--- src/rtl/branch_cond_resolver.sv ---
// Condition-code consumer: holds NZCV flags, tracks in-flight flag writers
// and resolves branch conditions with a registered taken/not-taken result.
module branch_cond_resolver #(
  parameter int FLAG_W   = 4,
  parameter int COND_W   = 4,
  parameter int PEND_MAX = 3
) (
  input  logic              clk,
  input  logic              rst,
  input  logic [FLAG_W-1:0] flags_in,
  input  logic              set_cond,
  input  logic              issue_setter,
  input  logic              br_valid,
  input  logic [COND_W-1:0] br_cond,
  output logic              br_ready,
  input  logic              flush,
  output logic              res_valid,
  output logic              res_taken,
  output logic [FLAG_W-1:0] cond_q,
  output logic [1:0]        pend_cnt,
  output logic              pend_ovf
);

  localparam logic [1:0] LP_PMAX = 2'(PEND_MAX);

  typedef enum logic {
    IDLE = 1'b0,
    WAIT = 1'b1
  } state_t;

  state_t            r_state;
  logic [COND_W-1:0] r_cond;
  logic [FLAG_W-1:0] r_flags;
  logic [1:0]        r_pend;
  logic              r_ovf;
  logic              r_res_valid;
  logic              r_res_taken;

  logic [FLAG_W-1:0] w_eff_flags;
  logic [1:0]        w_eff_pend;
  logic              w_accept;
  logic              w_release;

  function automatic logic f_decode(
    input logic [COND_W-1:0] c,
    input logic [FLAG_W-1:0] f
  );
    logic n, z, cy, v;
    logic r;
    n  = f[3];
    z  = f[2];
    cy = f[1];
    v  = f[0];
    unique case (c[3:0])
      4'h0: r = z;
      4'h1: r = !z;
      4'h2: r = cy;
      4'h3: r = !cy;
      4'h4: r = n;
      4'h5: r = !n;
      4'h6: r = v;
      4'h7: r = !v;
      4'h8: r = cy & !z;
      4'h9: r = !cy | z;
      4'hA: r = (n == v);
      4'hB: r = (n != v);
      4'hC: r = !z & (n == v);
      4'hD: r = z | (n != v);
      4'hE: r = 1'b1;
      4'hF: r = 1'b0;
    endcase
    return r;
  endfunction

  // A set_cond this cycle retires one older writer and forwards its flags.
  assign w_eff_flags = set_cond ? flags_in : r_flags;
  assign w_eff_pend  = (set_cond && r_pend != 2'd0) ?
                       r_pend - 2'd1 : r_pend;

  assign br_ready  = (r_state == IDLE) && !flush;
  assign w_accept  = br_valid && br_ready;
  assign w_release = (w_eff_pend == 2'd0);

  always_ff @(posedge clk or posedge rst) begin
    if (rst) begin
      r_state     <= IDLE;
      r_cond      <= '1;
      r_flags     <= '0;
      r_pend      <= 2'd0;
      r_ovf       <= 1'b0;
      r_res_valid <= 1'b0;
      r_res_taken <= 1'b0;
    end else begin
      r_res_valid <= 1'b0;
      if (set_cond) r_flags <= flags_in;

      unique case ({issue_setter, set_cond})
        2'b10: begin
          if (r_pend == LP_PMAX) r_ovf <= 1'b1;
          else r_pend <= r_pend + 2'd1;
        end
        2'b01: begin
          if (r_pend != 2'd0) r_pend <= r_pend - 2'd1;
        end
        default: ;
      endcase

      unique case (r_state)
        IDLE: begin
          if (w_accept) begin
            if (w_release) begin
              r_res_valid <= 1'b1;
              r_res_taken <= f_decode(br_cond, w_eff_flags);
            end else begin
              r_cond  <= br_cond;
              r_state <= WAIT;
            end
          end
        end
        WAIT: begin
          if (flush) begin
            r_state <= IDLE;
          end else if (w_release) begin
            r_res_valid <= 1'b1;
            r_res_taken <= f_decode(r_cond, w_eff_flags);
            r_state     <= IDLE;
          end
        end
        default: r_state <= IDLE;
      endcase
    end
  end

  assign res_valid = r_res_valid;
  assign res_taken = r_res_taken;
  assign cond_q    = r_flags;
  assign pend_cnt  = r_pend;
  assign pend_ovf  = r_ovf;

endmodule

--- config.mk ---
export PLATFORM = sky130hd
export DESIGN_NAME = branch_cond_resolver
export DESIGN_NICKNAME = d
export VERILOG_FILES = /design/src/rtl/branch_cond_resolver.sv
export SDC_FILE = /design/constraint.sdc
export NUM_CORES = 1
export LEC_CHECK = 0
export ABC_AREA = 0
export CORE_ASPECT_RATIO = 0.75
export CORE_UTILIZATION = 50
export CTS_BUF_LIST = sky130_fd_sc_hd__clkbuf_2 sky130_fd_sc_hd__clkbuf_4 sky130_fd_sc_hd__clkbuf_8
export DETAILED_ROUTE_END_ITERATION = 6
export PLACE_DENSITY = 0.78
export SYNTH_ARGS = -nofsm -noshare
export SYNTH_HDL_FRONTEND = slang
export SYNTH_SLANG_ARGS = --single-unit
--- constraint.sdc ---
create_clock -name clk -period 3 [get_ports clk]
set_input_delay 0.45 -clock clk [delete_from_list [all_inputs] [get_ports clk]]
set_output_delay 0.45 -clock clk [all_outputs]
set_load 0.01 [all_outputs]
* Word level (Yosys, flattened, before mapping)
Cells that the tools add are included.
Widths: inputs -> output; s select.
** Storage, ports and cells
- Word-level logic and storage cells :: 93
- Register bits after elaboration :: 14
** Operators by class
- $add $sub $neg :: 2
- Multiplexer cells :: 20
- Bitwise operators :: 6
- Reduce and logical (&&, ||, !) cells :: 17
- Equality and inequality tests :: 41
** Operator list (count)
- $eq 4x4->1 const B :: 16
- $eq 4x3->1 const B :: 8
- $pmux 1 s16 :: 2
- $eq 4x2->1 const B :: 4
- $mux 1 :: 10
- $ne 2x2->1 const B :: 5
- $eq 4x1->1 const B :: 2
- $logic_not 4->1 :: 2
- $mux 2 :: 3
- $pmux 1 s2 :: 3
- $reduce_and 3->1 :: 2
- $logic_not 1->1 :: 5
- $eq 2x2->1 const B :: 2
- $mux 4 :: 1
- $pmux 2 s2 :: 1
- $reduce_and 4->1 :: 1
- $reduce_bool 2->1 :: 2
- $logic_and 1x1->1 :: 3
- $add 2x1->2 const B :: 1
- $and 1x1->1 :: 2
- $eq 2x1->1 const B :: 1
- $logic_not 2->1 :: 1
- $ne 2x1->1 const B :: 1
- $not 1->1 :: 2
- 5 further kinds :: 6

* Logic depth before layout (Yosys ltp)
Gate-level depths: netlist of run 1.
- Word-level depth :: 7
- Depth in mapped cells :: 7
- Depth with buffers taken out :: 7

* Worst setup path after synthesis of run 1
Ideal clock, no wire load.
- Path type :: reg-to-reg
- Start :: reg r_pend[0] (netlist: pend_cnt[0])
- End :: reg r_cond[0]
- Path slack :: 1.071 ns
- Clock period less this slack :: 1.929 ns
- Buffers on the path :: 1
- Data required time :: 2.918 ns
- Arrival time :: 1.847 ns
- Library setup time :: 0.082 ns
- Stages on the path, launching flop included :: 8
- Path through :: dfrtp_1 > inv_1 > ha_1 > and4b_1 > a31oi_1 > and3_1 > clkbuf_1 > mux2_2
** On the way
- Longest elaborated chain between the ends :: 6
** RTL lines
- from (decl) :: RTL line 34 : logic [1:0] r_pend;
- from (signal assigned) :: RTL line 100 : else r_pend <= r_pend + 2'd1;
- from (signal assigned) :: RTL line 103 : if (r_pend != 2'd0) r_pend <= r_pend - 2'd1;
- parallel branches: the longest is 2 deep, another holds $sub 2x1->2
- $mux 2 * :: RTL line 77 : assign w_eff_pend = (set_cond && r_pend != 2'd0) ?
- $logic_not 2->1 * :: RTL line 82 : assign w_release = (w_eff_pend == 2'd0);
- $not 1->1 (no source line) *
- $reduce_and 3->1 (no source line) *
- to (signal assigned) :: RTL line 115 : r_cond <= br_cond;
- to (decl) :: RTL line 32 : logic [COND_W-1:0] r_cond;
Mark *: on every way between the ends.
A chain may end at the register's enable or synchronous reset.

* Worst setup path in the final report of run 1
- Start :: in set_cond
- End :: reg r_res_taken (netlist: res_taken)
** On the way
- Longest elaborated chain between the ends :: 7
** RTL lines
- from (decl) :: RTL line 11 : input logic set_cond,
- $mux 4 *
- net w_eff_flags[1] :: RTL line 39 : logic [FLAG_W-1:0] w_eff_flags;
- $logic_not 1->1 :: RTL line 58, 64
- $or 1x1->1 :: RTL line 64 : 4'h9: r = !cy | z;
- $pmux 1 s16 :: RTL line 54 : unique case (c[3:0])
- $mux 1, on equally long branches :: RTL line 123, 111
- $mux 1, on equally long branches :: RTL line 121, 110
- $pmux 1 s2 * :: RTL line 108 : unique case (r_state)
- to (signal assigned) :: RTL line 113 : r_res_taken <= f_decode(br_cond, w_eff_flags);
- to (signal assigned) :: RTL line 125 : r_res_taken <= f_decode(r_cond, w_eff_flags);
- to (decl) :: RTL line 37 : logic r_res_taken;
The timed path passes the listed nets; every way through them passes the cells marked *. The select of a mux whose other input is x is not followed.

==> reports/results.ini, run 1 <==
[hold_path]
hold_depth=1
hold_class=reg2reg

[critical_path]
endpoint=res_taken
end_kind=flip-flop
path_buf_inv=2
critical_path_arrival_ns=2.49
worstPathCellList=clkdlybuf4s50_1, buf_4, mux2_2, a221oi_1, a311oi_1, o31ai_2, a41oi_2
cp_top_family=buffers and inverters
crit_type=in2reg
regToRegStartpoint=pend_cnt[0]
cp.depth=7
slowest_delay_ns=0.61
crit_fanout=12
timing.critical_path.from=set_cond
required_ns=3.15
reg2regPathDepth=6
regToRegSetupSlack_ns=1.01
start_kind=input pin
r2r_end=r_cond[0]
cp_slowest_cell=clkdlybuf4s50_1

[sta]
period_share_pct=77.9
setup_ws_ns=0.663
fin_worst_skew_ns=0.000442
max_slew_margin_pct=62.0
fmax_ghz=0.428
maxSlewViolCount=0
finalSetupTns_ns=0
worst_pin_slew_ns=0.569
final-setup-viol-count=0
fin_crit_ns=2.34
hold_viol=0
rsz0062_at_grt=no

[placement]
dp_hpwl_mm=2.06
io_buffers=23
post-place-ws_ns=0.373
post_dp_cell_area_um2=1360
gp_congestion=0.828

[power_and_ir_drop]
p_leak_nw=0.582
p_total_uw=984
peakVddDrop_v=0.000367
cellPowerDensity_nw_per_um2=710

[clock_tree]
cts_hold_buf=0
cts_tree=done
cts_root_buf=clkbuf_4
post_cts_resize_count=0
clkTransAtPathRegs_ns=0.08
cts_max_path_buffers=2
clk_latency_ns=0.28
h-tree-depth=1
cts_buffers=3
post_cts.repair.setup_buffers=0
clock_sinks=14

[yosys]
synth_fp_nets=128
seq_area_frac_synth_pct=30.9
synth.distinct_cells=47
ys_ff_latch=14
synth_edf_count=0
synth-async-reset-ratio_pct=100
synth_cells=110
ys.warnings.count=0
ys.flop_type=dfrtp_1
netlist_area_um2=1150
avgSynthCellArea_um2=10.5

[global_route]
grt_pass1_vias=889
grtUsageMet2_pct=37.9
overflow=0
grt_usage_pct=23.7
grt_use_met3_pct=6.57
grt_max_degree=15
grt_pass1_wl_mm=4.31
use_met1_pct=32.7
antenna_found_initial=0
busiest_layer=met2

[routing]
first_pass_iters=6
drt_first_iter_violations=37
via_per_inst=6.13
drt-wirelength-per-cell_um=17.3
drc_errors=1
ant_nets=0
wl_mm=2.66
vias=944

[die]
row_count=14
pin_count=24
start_util_pct=55.2
die_area_um2=2500
core-area_um2=2080
die_w_um=57.4
die_y_um=43.5

[layout]
final_area_um2=1390
final_common_cell=clkdlybuf4s50_1
fin_nets=150
n_antenna_cell=0
area.growth.synth_to_final_pct=20.6
drive_above_1_share_pct=18.5
nFillCells=174
mostFrequentLayoutCells=clkdlybuf4s50_1, inv_1, dfrtp_1

[outcome]
violations=DRC
status=complete, but fails checks

[flow_run]
maxCapViolCount=0

-- cells in the mapped netlist, types with 2 or more instances --
master | instances | area (um2)
dfrtp_1 | 10 | 250
inv_1 | 10 | 37.5
nor2_1 | 8 | 30.0
mux2_2 | 7 | 78.8
nor2b_1 | 5 | 31.3
a31oi_1 | 4 | 25.0
dfstp_2 | 4 | 105
ha_1 | 4 | 50.1
mux2i_1 | 4 | 40.0
nand2_1 | 3 | 11.3
xnor2_1 | 3 | 26.3
xor2_1 | 3 | 26.3
a21o_1 | 2 | 15.0
a221oi_1 | 2 | 17.5
and3_1 | 2 | 12.5
clkbuf_1 | 2 | 7.51
mux4_1 | 2 | 52.6
mux4_2 | 2 | 45.0
nand3_1 | 2 | 10.0
nand3b_1 | 2 | 15.0
nand4b_1 | 2 | 17.5
nor3_1 | 2 | 10.0
-- cell families after synthesis --
logic type | Yosys count | share of synthesized area (%)
AND/OR/NAND/NOR | 31 | 15.5
AO/OA/AOI/OAI | 22 | 16.6
buffers and inverters | 17 | 7.94
multiplexers | 16 | 20.1
flip-flops | 14 | 30.9
XOR/XNOR | 6 | 4.57
adder cells (fa/ha/maj) | 4 | 4.35
-- stage by stage --
step                      util [%]  hold WS, ns  std cells
final                         66.5        0.477        154
after floorplan                  -        0.336        110
after global routing          66.5        0.514        154
after detailed placement      65.4        0.454        151
after CTS                     66.5        0.481        154
after global placement        65.4        0.452        151
-- per-layer routing --
metal  routed length, um  vias up  part of all wire [%]
met5                   0        -                     0
met4                  14        0                  0.53
met3                 171        2                   6.4
met2                1220       30                    46
met1                1260      456                    47
li1                    -      456                     -
-- flip-flops by register name (all words and copies together), names as in the netlist --
name and cells:
pend_ovf 1, cond_q 4, res_taken 1, res_valid 1, r_cond 4, pend_cnt 2, r_state 1
-- how the worst min path moves through the flow --
stage,from,endpoint,slack (ns)
after floorplan,rst,cond_q[0],0.34
after global placement,pend_ovf,pend_ovf,0.45
after detailed placement,pend_ovf,pend_ovf,0.45
after CTS,pend_ovf,pend_ovf,0.48
after global routing,pend_ovf,pend_ovf,0.51
final,pend_ovf,pend_ovf,0.48
-- power breakdown --
part,switching [mW],internal [mW],leakage [nW]
registers,0.122,0.280,0.160
logic,0.204,0.271,0.408
clock network,0.0610,0.0466,0.0138
-- final cells by class --
cell class	instances	area [um2]	area share (%)
Clock buffer	3	22.5	1.62
Multi-Input combinational cell	79	703	50.7
Timing Repair Buffer	24	238	17.1
Sequential cell	14	355	25.6
Inverter	10	37.5	2.71
Tap cell	24	30.0	2.17
No activity file was read; power rests on OpenSTA's default activity.
==> inputs of run 2 (changes only) <==
--- a/config.mk
+++ b/config.mk
@@ -7,10 +7,10 @@
 export LEC_CHECK = 0
 export ABC_AREA = 0
 export CORE_ASPECT_RATIO = 0.75
-export CORE_UTILIZATION = 50
+export CORE_UTILIZATION = 47
 export CTS_BUF_LIST = sky130_fd_sc_hd__clkbuf_2 sky130_fd_sc_hd__clkbuf_4 sky130_fd_sc_hd__clkbuf_8
 export DETAILED_ROUTE_END_ITERATION = 6
-export PLACE_DENSITY = 0.78
+export PLACE_DENSITY = 0.77
 export SYNTH_ARGS = -nofsm -noshare
 export SYNTH_HDL_FRONTEND = slang
 export SYNTH_SLANG_ARGS = --single-unit
==> constraint.sdc (replaced) <==
create_clock -name clk -period 2 [get_ports clk]
set_input_delay 0.3 -clock clk [delete_from_list [all_inputs] [get_ports clk]]
set_output_delay 0.3 -clock clk [all_outputs]
set_load 0.01 [all_outputs]
==> reports/results.ini, run 2 (synthesis results as in run 1) <==
[sta]
fin_crit_ns=1.94
period_share_pct=96.8
worst_pin_slew_ns=0.558  ; -0.0106 ns
fin_worst_skew_ns=0.00666  ; +0.00622 ns
hold_viol=0  ; unchanged
final-setup-viol-count=0  ; unchanged
max_slew_margin_pct=62.7  ; +0.70 points
timing.hold.ws_ns=0.343  ; -0.134 ns
finalSetupTns_ns=0  ; unchanged
rsz0062_at_grt=no
maxSlewViolCount=0  ; unchanged
fmax_ghz=0.517

[layout]
fin_nets=168  ; +12%
n_antenna_cell=0  ; unchanged
final_cells=183  ; +19%
drive_above_1_share_pct=30.9  ; +12 points
mostFrequentLayoutCells=clkdlybuf4s50_1, buf_4, inv_1
final_common_cell=clkdlybuf4s50_1
area.growth.synth_to_final_pct=36.1

[critical_path]
regToRegStartpoint=cond_q[0]
crit_type=reg2reg
start_kind=flip-flop
slowest_delay_ns=0.49  ; -0.12 ns
critical_path_arrival_ns=2.11  ; -0.38 ns
crit_fanout=5  ; -7
r2r_end=res_taken
required_ns=2.17  ; -0.98 ns
end_kind=flip-flop
reg2regPathDepth=5  ; -1
cp_slowest_cell=mux4_2
worstPathCellList=xnor2_2, mux4_2, mux2_4, o31ai_2, a41oi_2
regToRegSetupSlack_ns=0.06  ; -0.95 ns

[routing]
drt-wirelength-per-cell_um=15.0  ; -13%
dr_wl_met3_um=203  ; +19%
ant_nets=0  ; unchanged
drc_errors=0  ; -1
drt_first_iter_violations=34  ; -8.1%
met2_length_mm=1.25  ; +2.1%
via_per_inst=5.50  ; -10%
top_layer_used=met4
wl_mm=2.75  ; +3.3%
first_pass_iters=4  ; -2
wl_met1_mm=1.27  ; +0.87%
vias=1006  ; +6.6%

[power_and_ir_drop]
switching_share_pct=37.8  ; -1.5 points
p_total_mw=1.64  ; +66%
p_sw_uw=619  ; +60%
p_leak_nw=0.701  ; +20%
internal_power_mw=1.02  ; +70%
peakVddDrop_v=0.000556  ; +52%
cellPowerDensity_nw_per_um2=1050  ; +47%
p_comb_share_pct=52.6  ; +4.4 points
clkPwrFrac_pct=12.9  ; +2.0 points
p_seq_share_pct=34.5  ; -6.3 points

[placement]
gp_congestion=0.902  ; +8.9%
dp_cells=179  ; +19%
dp_hpwl_mm=2.16  ; +4.6%
io_buffers=23  ; unchanged

[clock_tree]
h-tree-depth=1  ; unchanged
clk_latency_ns=0.29  ; about the same
cts_hold_buf=0  ; unchanged
cts_tree=done
clock_sinks=14  ; unchanged
cts_max_path_buffers=2  ; unchanged
cts_root_buf=clkbuf_4
clkTransAtPathRegs_ns=0.09  ; about the same
cts_buffers=3  ; unchanged

[die]
die_area_um2=2650  ; +6.1%
die_y_um=44.8  ; +3.0%
die_w_um=59.1  ; +3.0%
pin_count=24  ; unchanged
row_count=15  ; +1
core-area_um2=2310  ; +11%
start_util_pct=49.8  ; -5.4 points

[global_route]
antenna_found_initial=0  ; unchanged
grt_pass1_wl_mm=4.42  ; +2.6%
overflow=0  ; unchanged
grt_usage_pct=23.5  ; -0.22 points
grt_pass1_vias=927  ; +4.3%
grt_max_degree=15  ; unchanged

[flow_run]
maxCapViolCount=0  ; unchanged

[outcome]
status=finished clean

[hold_path]
hold_class=in2async

-- run 2: per-stage QoR --
stage	utilization [%]	setup WS [ns]	instance area [um2]
finish	67.8	0.0644	1570
global route	67.8	0.0100	1570
CTS	67.2	0.0346	1550
detailed placement	65.5	-0.387	1510
global placement	65.5	-0.349	1510
floorplan	-	0.0710	1150
-- run 2: area by class of cell --
type                       count  area, um2
tap                           34       42.5
sequential                    14        357
clock buffer                   4       36.3
timing repair buffer          42        380
multi-input combinational     79        712
inverter                      10       37.5
fill                         192        743
-- run 2: critical path, delay by kind of cell, from the launching register on --
kind                      cells  cell delay [ns]
AOI/OAI and AO/OA             2             0.37
DFF                           1             0.46
muxes                         2             0.80
xor gates and xnor gates      1             0.18
-- run 2: routing by layer --
layer	vias to the layer above	track usage (%)
met3	4	8.02
met1	475	30.6
met5	-	0
met4	0	11.9
met2	34	35.0
li1	493	-
-- run 2: how the worst max path moves through the flow --
stage               depth (start not counted)  slack, ns         from         to
floorplan                                   7       0.07  pend_cnt[0]  r_cond[0]
global placement                            6      -0.35     set_cond  res_taken
finish                                      5       0.06    cond_q[0]  res_taken
global route                                5       0.01    cond_q[0]  res_taken
detailed placement                          6      -0.39     set_cond  res_taken
CTS                                         5       0.03    cond_q[0]  res_taken
-- run 2: timing repair --
| action | CTS | global route |
|---|---|---|
| cloned | 0 | 0 |
| setup endpoints to repair | 1 | 4 |
| setup buffers | 0 | 0 |
| endpoints found under the hold margin | 0 | 0 |
| resized for setup | 2 | 5 |
-- run 2: power by group through the flow --
stage,Combinational [mW],Sequential [mW],Clock [mW]
finish,0.862,0.565,0.210
global route,0.935,0.580,0.231
CTS,0.854,0.558,0.216
detailed placement,0.852,0.563,0
global placement,0.814,0.553,0
floorplan,0.593,0.502,0
==> inputs of run 3 (changes only) <==
==> constraint.sdc (replaced) <==
create_clock -name clk -period 2 [get_ports clk]
set_input_delay 0.4 -clock clk [delete_from_list [all_inputs] [get_ports clk]]
set_output_delay 0.4 -clock clk [all_outputs]
set_load 0.01 [all_outputs]
==> reports/results.ini, run 3 (synthesis results as in run 1) <==
[layout]
nFillCells=183  ; -4.7%
mostFrequentLayoutCells=buf_4, clkdlybuf4s50_1, inv_1
area.growth.synth_to_final_pct=37.5
final_common_cell=buf_4
fin_nets=171  ; +1.8%
n_antenna_cell=0  ; unchanged
drive_above_1_share_pct=31.6  ; +0.71 points

[clock_tree]
clk_latency_ns=0.29  ; about the same
cts_tree=done
cts_max_path_buffers=2  ; unchanged
cts_root_buf=clkbuf_4
h-tree-depth=1  ; unchanged
cts_buffers=3  ; unchanged
clock_sinks=14  ; unchanged
clkTransAtPathRegs_ns=0.09  ; about the same

[placement]
post-place-ws_ns=-0.509  ; -0.121 ns
gp_congestion=0.884  ; -2.0%
dp_hpwl_mm=2.07  ; -4.1%
io_buffers=23  ; unchanged

[critical_path]
path_buf_inv=1  ; +1
start_kind=input pin
end_kind=flip-flop
worstPathCellList=clkdlybuf4s50_1, nor2b_1, mux4_2, mux2_4, o31ai_2, a41oi_2
crit_type=in2reg
required_ns=2.17  ; about the same
slowest_delay_ns=0.47  ; -0.02 ns
critical_path_arrival_ns=2.12  ; about the same
cp_top_family=multiplexers
crit_fanout=2  ; -3
cp_slowest_cell=mux4_2

[routing]
first_pass_iters=5  ; +1
drt-wirelength-per-cell_um=14.0  ; -6.8%
wl_mm=2.61  ; -5.2%
drt_first_iter_violations=51  ; +50%
vias=1019  ; +1.3%
drc_errors=0  ; unchanged
via_per_inst=5.48  ; -0.34%
ant_nets=0  ; unchanged

[power_and_ir_drop]
p_sw_uw=606  ; -2.2%
cellPowerDensity_nw_per_um2=1030  ; -1.7%
switching_share_pct=37.3  ; -0.57 points
internal_power_mw=1.02  ; +0.25%
p_leak_nw=0.709  ; +1.2%
p_total_mw=1.63  ; -0.67%
peakVddDrop_v=0.000741  ; +33%
p_seq_share_pct=34.5  ; about the same
clkPwrFrac_pct=12.8  ; about the same
p_comb_share_pct=52.7  ; about the same

[global_route]
grt_usage_pct=22.5  ; -0.99 points
grt_max_degree=15  ; unchanged
antenna_found_initial=0  ; unchanged
grt_pass1_wl_mm=4.25  ; -3.9%
overflow=0  ; unchanged
grt_pass1_vias=904  ; -2.5%

[sta]
worst_pin_slew_ns=0.534  ; -0.0245 ns
final-setup-viol-count=0  ; unchanged
hold_viol=0  ; unchanged
fin_crit_ns=1.95  ; +0.0174 ns
timing.hold.ws_ns=0.439  ; +0.0961 ns
fmax_ghz=0.512  ; -0.89%
rsz0062_at_grt=no
max_slew_margin_pct=64.4  ; +1.6 points
period_share_pct=97.6  ; +0.87 points
maxSlewViolCount=0  ; unchanged
setup_ws_ns=0.0470  ; -0.0174 ns
fin_worst_skew_ns=0.00975  ; +0.00309 ns
finalSetupTns_ns=0  ; unchanged

[hold_path]
hold_class=in2async

[die]
start_util_pct=49.8  ; unchanged
die_w_um=59.1  ; unchanged
die_y_um=44.8  ; unchanged
core-area_um2=2310  ; unchanged
pin_count=24  ; unchanged
row_count=15  ; unchanged
die_area_um2=2650  ; unchanged

[flow_run]
maxCapViolCount=0  ; unchanged

[outcome]
status=finished clean

==> run 3: area by class of cell <==
| class | count | area (um2) | area share, % |
|---|---|---|---|
| Tap cell | 34 | 42.5 | 2.69 |
| Clock buffer | 4 | 36.3 | 2.29 |
| Sequential cell | 14 | 357 | 22.5 |
| Inverter | 10 | 37.5 | 2.37 |
| Multi-Input combinational cell | 79 | 711 | 44.9 |
| Timing Repair Buffer | 45 | 398 | 25.2 |
==> run 3: what timing repair did <==
action                     4_1_cts  5_1_grt
gates resized for setup          4        3
buffers inserted                 0        1
hold buffers                     0        0
setup endpoints to repair        1        1
gates cloned                     0        0
==> run 3: metrics by stage <==
stage          instance area, um2  instances  util [%]
4_1_cts                      1560        185      67.7
3_5_place_dp                 1530        181      66.1
3_3_place_gp                 1530        181      66.1
5_1_grt                      1580        186      68.5
6_report                     1580        186      68.5
2_1_floorplan                1150        110         -
==> run 3: worst reg2reg max path: cells and delay by family (launching register included) <==
family	cells	cell delay (ns)
multiplexers	2	0.80
flip-flops	1	0.45
XOR/XNOR	1	0.18
AO/OA/AOI/OAI	2	0.39
==> run 3: layer usage <==
metal | global-route usage (%) | routed length, um
met2 | 33.4 | 1110
met4 | 11.4 | 66
met3 | 6.02 | 117
met1 | 30.4 | 1310
met5 | 0 | 0
==> run 3: worst paths after layout <==
| kind | slack [ns] | from | end | cells past startpoint |
|---|---|---|---|---|
| worst max-delay path | 0.05 | flags_in[1] | res_taken | 6 |
| worst min-delay path | 0.44 | rst | r_state | 2 |
| worst max register to register | 0.07 | cond_q[3] | res_taken | 5 |
| worst min register to register | 0.46 | pend_ovf | pend_ovf | 1 |
| max in group asynchronous | 1.17 | rst | cond_q[0] | 2 |
| min in group clk | 0.46 | pend_ovf | pend_ovf | 1 |
==> run 3: power by group through the flow <==
stage / registers [mW] / clock network, mW / logic, mW
after floorplan: 0.502 / 0 / 0.593
after global placement: 0.553 / 0 / 0.816
after detailed placement: 0.562 / 0 / 0.842
after CTS: 0.555 / 0.210 / 0.845
after global routing: 0.581 / 0.225 / 0.928
final: 0.561 / 0.208 / 0.857
